`src/rtl/uart_tx_arbiter_if.sv`:
```
// rtl/uart_tx_arbiter_if.sv - requester/UART handshake bundle for uart_tx_arbiter
//
// Purpose: groups the requester byte handshake and the UART write/busy
// signals. The slave modport is the arbiter view; the master modport is the
// view of the surrounding fabric (requesters plus the UART).
// Signals:
//   req_valid    [NREQ]    per-requester byte available
//   req_data     [8*NREQ]  byte of requester i on bits [8*i+7:8*i]
//   req_ready    [NREQ]    one-cycle one-hot consume pulse
//   req_lock     [NREQ]    packet lock (only when UART_ARB_LOCK_EN is defined)
//   uart_wr                write strobe to the UART
//   uart_tx_data [8]       byte to the UART
//   uart_busy              UART transmitter busy
//   grant_id     [3]       index of the last/current grantee
//   active                 high from ISSUE through WAIT_DONE
`timescale 1ns/1ps
interface uart_tx_arbiter_if #(parameter int NREQ = 2);
  logic [NREQ-1:0]   req_valid;
  logic [8*NREQ-1:0] req_data;
  logic [NREQ-1:0]   req_ready;
`ifdef UART_ARB_LOCK_EN
  logic [NREQ-1:0]   req_lock;
`endif
  logic              uart_wr;
  logic [7:0]        uart_tx_data;
  logic              uart_busy;
  logic [2:0]        grant_id;
  logic              active;

`ifdef UART_ARB_LOCK_EN
  modport slave (
    input  req_valid, req_data, req_lock, uart_busy,
    output req_ready, uart_wr, uart_tx_data, grant_id, active
  );
  modport master (
    output req_valid, req_data, req_lock, uart_busy,
    input  req_ready, uart_wr, uart_tx_data, grant_id, active
  );
`else
  modport slave (
    input  req_valid, req_data, uart_busy,
    output req_ready, uart_wr, uart_tx_data, grant_id, active
  );
  modport master (
    output req_valid, req_data, uart_busy,
    input  req_ready, uart_wr, uart_tx_data, grant_id, active
  );
`endif
endinterface

```
`src/rtl/uart_tx_arbiter.sv`:
```
// rtl/uart_tx_arbiter.sv - round-robin per-byte arbiter sharing one UART transmitter
//
// Purpose: grants one byte at a time from NREQ producers to a single UART,
// pacing itself from uart_busy. Optional packet lock via macro
// UART_ARB_LOCK_EN (adds req_lock to the interface).
// Ports:
//   clk    system clock
//   reset  asynchronous, active-high reset
//   bus    uart_tx_arbiter_if.slave (requester handshake + UART strobe/busy)
// Parameters:
//   NREQ            number of requesters (1..8)
//   WAIT_START_MAX  cycles to wait for uart_busy to rise after a write
`timescale 1ns/1ps
module uart_tx_arbiter #(
  parameter int NREQ           = 2,
  parameter int WAIT_START_MAX = 3
) (
  input  logic                clk,
  input  logic                reset,
  uart_tx_arbiter_if.slave    bus
);

  localparam int CW = ($clog2(WAIT_START_MAX + 1) < 1) ? 1 : $clog2(WAIT_START_MAX + 1);

  typedef enum logic [1:0] {IDLE, ISSUE, WAIT_START, WAIT_DONE} state_t;

  state_t            state_q, state_d;
  logic [2:0]        last_q, last_d;
  logic [CW-1:0]     cnt_q, cnt_d;
  logic              wr_q, wr_d;
  logic [7:0]        data_q, data_d;
  logic [NREQ-1:0]   ready_q, ready_d;
  logic [2:0]        grant_q, grant_d;
  logic              active_q, active_d;
`ifdef UART_ARB_LOCK_EN
  // Lock only means something once 'last' names a requester that was
  // actually granted; out of reset last points at NREQ-1 by construction.
  logic              granted_q, granted_d;
  logic              lock_last;
`endif

  logic [NREQ-1:0]   elig;
  logic              win_found;
  logic [2:0]        win_idx;
  logic [7:0]        win_data;
  logic [NREQ-1:0]   win_onehot;

  // Winner = first eligible index scanning last+1, last+2, ... mod NREQ.
  // Offsets are walked from farthest to nearest so the nearest overwrites.
  always_comb begin
    elig = bus.req_valid;
`ifdef UART_ARB_LOCK_EN
    lock_last = 1'b0;
    for (int j = 0; j < NREQ; j++) begin
      if (3'(j) == last_q) lock_last = bus.req_lock[j];
    end
    if (granted_q && lock_last) begin
      for (int j = 0; j < NREQ; j++) begin
        if (3'(j) != last_q) elig[j] = 1'b0;
      end
    end
`endif
    win_found = 1'b0;
    win_idx   = 3'd0;
    for (int k = NREQ; k >= 1; k--) begin
      for (int j = 0; j < NREQ; j++) begin
        if (elig[j] && (j == ((int'(last_q) + k) % NREQ))) begin
          win_found = 1'b1;
          win_idx   = 3'(j);
        end
      end
    end
    win_data   = 8'h00;
    win_onehot = '0;
    for (int j = 0; j < NREQ; j++) begin
      if (3'(j) == win_idx) begin
        win_data      = bus.req_data[8*j +: 8];
        win_onehot[j] = 1'b1;
      end
    end
  end

  always_comb begin
    state_d  = state_q;
    last_d   = last_q;
    cnt_d    = cnt_q;
    wr_d     = wr_q;
    data_d   = data_q;
    ready_d  = ready_q;
    grant_d  = grant_q;
    active_d = active_q;
`ifdef UART_ARB_LOCK_EN
    granted_d = granted_q;
`endif
    case (state_q)
      IDLE: begin
        if (!bus.uart_busy && win_found) begin
          data_d   = win_data;
          ready_d  = win_onehot;
          wr_d     = 1'b1;
          grant_d  = win_idx;
          last_d   = win_idx;
          active_d = 1'b1;
          state_d  = ISSUE;
`ifdef UART_ARB_LOCK_EN
          granted_d = 1'b1;
`endif
        end
      end
      ISSUE: begin
        wr_d    = 1'b0;
        ready_d = '0;
        cnt_d   = '0;
        state_d = WAIT_START;
      end
      WAIT_START: begin
        if (bus.uart_busy) begin
          state_d = WAIT_DONE;
        end else begin
          // UART ignored the write: give up after WAIT_START_MAX cycles,
          // the byte is dropped silently.
          cnt_d = cnt_q + 1'b1;
          if (cnt_d == CW'(WAIT_START_MAX)) begin
            state_d  = IDLE;
            active_d = 1'b0;
          end
        end
      end
      WAIT_DONE: begin
        if (!bus.uart_busy) begin
          state_d  = IDLE;
          active_d = 1'b0;
        end
      end
      default: state_d = IDLE;
    endcase
  end

  always_ff @(posedge clk or posedge reset) begin
    if (reset) begin
      state_q  <= IDLE;
      last_q   <= 3'(NREQ - 1);
      cnt_q    <= '0;
      wr_q     <= 1'b0;
      data_q   <= 8'h00;
      ready_q  <= '0;
      grant_q  <= 3'd0;
      active_q <= 1'b0;
`ifdef UART_ARB_LOCK_EN
      granted_q <= 1'b0;
`endif
    end else begin
      state_q  <= state_d;
      last_q   <= last_d;
      cnt_q    <= cnt_d;
      wr_q     <= wr_d;
      data_q   <= data_d;
      ready_q  <= ready_d;
      grant_q  <= grant_d;
      active_q <= active_d;
`ifdef UART_ARB_LOCK_EN
      granted_q <= granted_d;
`endif
    end
  end

  assign bus.uart_wr      = wr_q;
  assign bus.uart_tx_data = data_q;
  assign bus.req_ready    = ready_q;
  assign bus.grant_id     = grant_q;
  assign bus.active       = active_q;

endmodule
```
`src/flat_wrapper.sv`:
```
// flat-port wrapper written by rule: the top's interface ports become plain ports
module uart_tx_arbiter_flat 
#(
  parameter int NREQ           = 2,
  parameter int WAIT_START_MAX = 3
)
  (clk, reset, bus_req_valid, bus_req_data, bus_uart_busy, bus_req_ready, bus_uart_wr, bus_uart_tx_data, bus_grant_id, bus_active);
  uart_tx_arbiter_if #(.NREQ(NREQ)) bus_i ();
  input  logic clk;
  input  logic reset;
  input wire logic [$bits(bus_i.req_valid)-1:0] bus_req_valid;
  input wire logic [$bits(bus_i.req_data)-1:0] bus_req_data;
  input wire logic [$bits(bus_i.uart_busy)-1:0] bus_uart_busy;
  output wire logic [$bits(bus_i.req_ready)-1:0] bus_req_ready;
  output wire logic [$bits(bus_i.uart_wr)-1:0] bus_uart_wr;
  output wire logic [$bits(bus_i.uart_tx_data)-1:0] bus_uart_tx_data;
  output wire logic [$bits(bus_i.grant_id)-1:0] bus_grant_id;
  output wire logic [$bits(bus_i.active)-1:0] bus_active;
  assign bus_i.req_valid = bus_req_valid;
  assign bus_i.req_data = bus_req_data;
  assign bus_i.uart_busy = bus_uart_busy;
  assign bus_req_ready = bus_i.req_ready;
  assign bus_uart_wr = bus_i.uart_wr;
  assign bus_uart_tx_data = bus_i.uart_tx_data;
  assign bus_grant_id = bus_i.grant_id;
  assign bus_active = bus_i.active;
  uart_tx_arbiter #(.NREQ(NREQ), .WAIT_START_MAX(WAIT_START_MAX)) u_core (.clk(clk), .reset(reset), .bus(bus_i));
endmodule
```
`config.mk`:
```
export PLATFORM = sky130hd
export DESIGN_NAME = uart_tx_arbiter_flat
export DESIGN_NICKNAME = d
export VERILOG_FILES = /design/src/rtl/uart_tx_arbiter_if.sv /design/src/rtl/uart_tx_arbiter.sv /design/src/flat_wrapper.sv
export SDC_FILE = /design/constraint.sdc
export NUM_CORES = 1
export LEC_CHECK = 0
export BUFFER_PORTS_ARGS = -buffer_cell sky130_fd_sc_hd__buf_2
export CORE_MARGIN = 8
export CORE_UTILIZATION = 33
export CTS_CLUSTER_DIAMETER = 150
export DETAILED_ROUTE_END_ITERATION = 10
export PLACE_DENSITY_LB_ADDON = 0.15
export SYNTH_ARGS = -nofsm -noshare
export SYNTH_HDL_FRONTEND = slang
export SYNTH_SLANG_ARGS = --single-unit
export TNS_END_PERCENT = 5
```
`constraint.sdc`:
```
create_clock -name clk -period 1.4 [get_ports clk]
set_clock_uncertainty 0.05 [all_clocks]
set_input_delay 0.28 -clock clk [delete_from_list [all_inputs] [get_ports clk]]
set_output_delay 0.28 -clock clk [all_outputs]
set_load 0.05 [all_outputs]
```
==> metrics.md <==
| Metric | Value |
|---|---|
| Worst Setup End Kind | `flip-flop` |
| Final setup vio count | `0` |
| Clock Latency Late Sink | `0.28 ns` |
| Gr ovfl total | `0` |
| Layout area overhead | `28.18%` |
| First-pass GRT wire length | `3594 µm` |
| Arrival @ worst endpoint | `1.45 ns` |
| Core Box Area | `0.002500 mm²` |
| Async set-reset flop share out of synthesis | `100.0%` |
| Clk slew on worst S/H paths | `0.10 ns` |
| Utilization after layout | `44.84%` |
| Die H | `67.48 µm` |
| FF-to-FF setup slack | `0.08 ns` |
| Leakage | `0.5317 nW` |
| GPL Wtd Cong | `0.7453` |
| CTS tree | `built` |
| Pre-antenna DRT Iters | `4` |
| DR WL met3 | `121 µm` |
| Max Slew Vio Count | `0` |
| CTS Buf Count | `3` |
| Clock Tree Buf Depth | `2` |
| Most numerous cell in the Yosys netlist | `dfrtp_1` |
| Top post-synthesis cells by area | `dfrtp_1 49%, o221a_1 10%, nand3b_1 6.9%, buf_6 3.9%, o21ai_0 3.4%` |
| Root Driver | `clkbuf_4` |
| Via count | `708` |
| Max-cap violations | `0` |
| Period Utilization, post-route | `94.43%` |
| Design Area, Final | `0.001121 mm²` |
| Status | `finished clean` |
| Fmax | `756.5 MHz` |
| Die area | `0.004554 mm²` |
| Ys flop type | `dfrtp_1` |
| Vias per cell | `4.917` |
| Area of the multi-input gates | `359.1 µm²` |
| Ports | `36` |
| Reg2reg start | `u_core.cnt_q[0]$_DFFE_PP0P_` |
| RSZ-0062 raised after global routing | `true` |
| Syn Area/Cell | `11.98 µm²` |
| Seq cells post-synth | `18` |
| Die W | `67.48 µm` |
| Synth top cells by count | `17 x dfrtp_1, 8 x nand3b_1, 8 x o221a_1` |
| Worst VDD drop | `1084 µV` |
| Critical Path Fanout Max | `2` |
| CP Launch Type | `flip-flop` |
| Initial core utilization | `34.98%` |
| H-Tree Level Count | `1` |
| Mapped cell area | `874.6 µm²` |
| CP required | `1.53 ns` |
| Top Layer Used | `met4` |
| Post-synth EDFFs | `0` |
| Port bufs | `33` |
| Post-DRT Antenna Nets | `0` |
| Synthesized instance count | `73` |
| DP Area | `0.001077 mm²` |
| Hold Crit Start | `bus_req_data[0]` |
| Met2 WL | `1055 µm` |
| Post-synthesis cell type count | `21` |
| Fillers | `257` |
| # nets final | `137` |
| Largest net degree at the start of global routing | `19` |
| Total track usage | `10.15%` |
| Row cnt | `18` |
| Ys Warns | `0` |
| Synth top area share | `48.64%` |
| DRC viols | `0` |
| Sink Count | `18` |
| Hold Fails Final Rpt | `0` |
| Tmin final | `1.322 ns` |
| Power density cells | `2457 mW/mm²` |
| Post-Route WL | `2077 µm` |
| Post-synth top area cell | `dfrtp_1` |
| Vias in the first global route | `783` |
| Worst R2R End | `u_core.bus.active$_DFFE_PP0P_` |
| HP Class | `in -> reg` |
| Dpl hpwl | `1601 µm` |
| Initial antenna violation count | `0` |
| Layout cell share with drive strength beyond 1 | `42.11%` |
| R2R depth | `5` |
| Hold endpoint | `u_core.bus.uart_tx_data[0]$_DFFE_PP0P_` |
| Sequential fraction of the synthesis area | `51.65%` |
| Post-DR wirelength/cell | `14.42 µm` |
| Antenna cells | `0` |
| Critical path class | `reg -> reg` |
| Wl on met1 | `887 µm` |
| Storage cell area | `451.7 µm²` |
| Detailed Route Iter0 Violations | `7` |
| Worst hold path depth | `2` |
-- cell families after synthesis --
group,synth area share (%)
buffers and inverters,7.725
multiplexers,2.289
other,0.4288
AND/OR/NAND/NOR,16.17
AO/OA/AOI/OAI,20.31
flip-flops,51.65
adder cells (fa/ha/maj),1.430
-- cells in the final DEF, fill, tap and decap left out --
| master | count |
|---|---|
| nand3b_1 | 8 |
| nand2_1 | 4 |
| o22ai_1 | 2 |
| a21o_1 | 3 |
| or3b_1 | 1 |
| nand2b_1 | 2 |
| nor2_1 | 3 |
| clkbuf_4 | 3 |
| nor3_4 | 1 |
| mux2i_1 | 2 |
| clkbuf_1 | 1 |
| dlygate4sd3_1 | 1 |
| ha_1 | 1 |
| o21ai_0 | 6 |
| o221a_1 | 8 |
| nand3_4 | 1 |
| a21boi_1 | 1 |
| dfstp_2 | 1 |
| buf_2 | 33 |
| o21a_4 | 1 |
| inv_1 | 4 |
| dfrtp_1 | 17 |
| buf_4 | 7 |
| inv_2 | 1 |
| conb_1 | 2 |
-- report_power, final --
part / switching, W / internal (W)
clock: 0.000147 / 0.000110
sequential: 0.000146 / 0.000781
combinational: 0.00106 / 0.000507
-- critical path, cell delays in order (launching register included) --
cell and delay [ns]:
dfrtp_1 0.41, inv_2 0.06, ha_1 0.13, nor2_1 0.05, or3b_1 0.34, a21o_1 0.18
-- flip-flops by register name (all words and copies together), names as in the netlist --
signal,flops
u_core.bus.active,1
u_core.bus.grant_id,1
u_core.bus.req_ready,2
u_core.bus.uart_tx_data,8
u_core.bus.uart_wr,1
u_core.cnt_q,2
u_core.last_q,1
u_core.state_q,2
-- routing by layer --
| layer | track usage [%] | vias up |
|---|---|---|
| met3 | 3.974 | 2 |
| li1 | - | 343 |
| met1 | 11.50 | 345 |
| met5 | 0 | - |
| met4 | 3.916 | 0 |
| met2 | 16.80 | 18 |
-- metrics by stage --
step                       TNS (ns)  total power, W  hold WS, ns  std cells  setup WS [ns]
after global routing      -0.007435        0.002958       0.1770        144      -0.007435
final                             0        0.002755       0.2052        144        0.07805
after detailed placement          0        0.002510       0.2599        138        0.06236
after global placement            0        0.002485       0.2606        138        0.07892
after CTS                         0        0.002775       0.1923        143        0.03427
after floorplan                   0        0.002142       0.1678         74        0.06256
-- layout make-up --
class                           count  area share (%)
Clock buffer                        4           2.344
Timing Repair Buffer               41           20.31
Sequential cell                    18           40.29
Multi-Input combinational cell     46           32.03
Tap cell                           30           3.348
Inverter                            5           1.674
-- repair_timing --
item,in CTS,in global routing
gates resized for setup,0,1
endpoints found under the hold margin,17,0
buffers inserted,0,1
setup endpoints to repair,0,3
hold buffers,1,0
-- worst max path at each step --
stage          depth (start not counted)                                     end  slack [ns]                           from
2_1_floorplan                          5  u_core.bus.uart_tx_data[0]$_DFFE_PP0P_        0.06  u_core.state_q[1]$_DFFE_PP0P_
3_3_place_gp                           3  u_core.bus.uart_tx_data[2]$_DFFE_PP0P_        0.08  u_core.state_q[1]$_DFFE_PP0P_
3_5_place_dp                           5           u_core.bus.active$_DFFE_PP0P_        0.06    u_core.cnt_q[0]$_DFFE_PP0P_
4_1_cts                                5           u_core.bus.active$_DFFE_PP0P_        0.03    u_core.cnt_q[0]$_DFFE_PP0P_
5_1_grt                                3  u_core.bus.uart_tx_data[5]$_DFFE_PP0P_      -0.007  u_core.state_q[0]$_DFFE_PP0P_
6_report                               5           u_core.bus.active$_DFFE_PP0P_        0.08    u_core.cnt_q[0]$_DFFE_PP0P_
(Power assumes the default switching activity.)
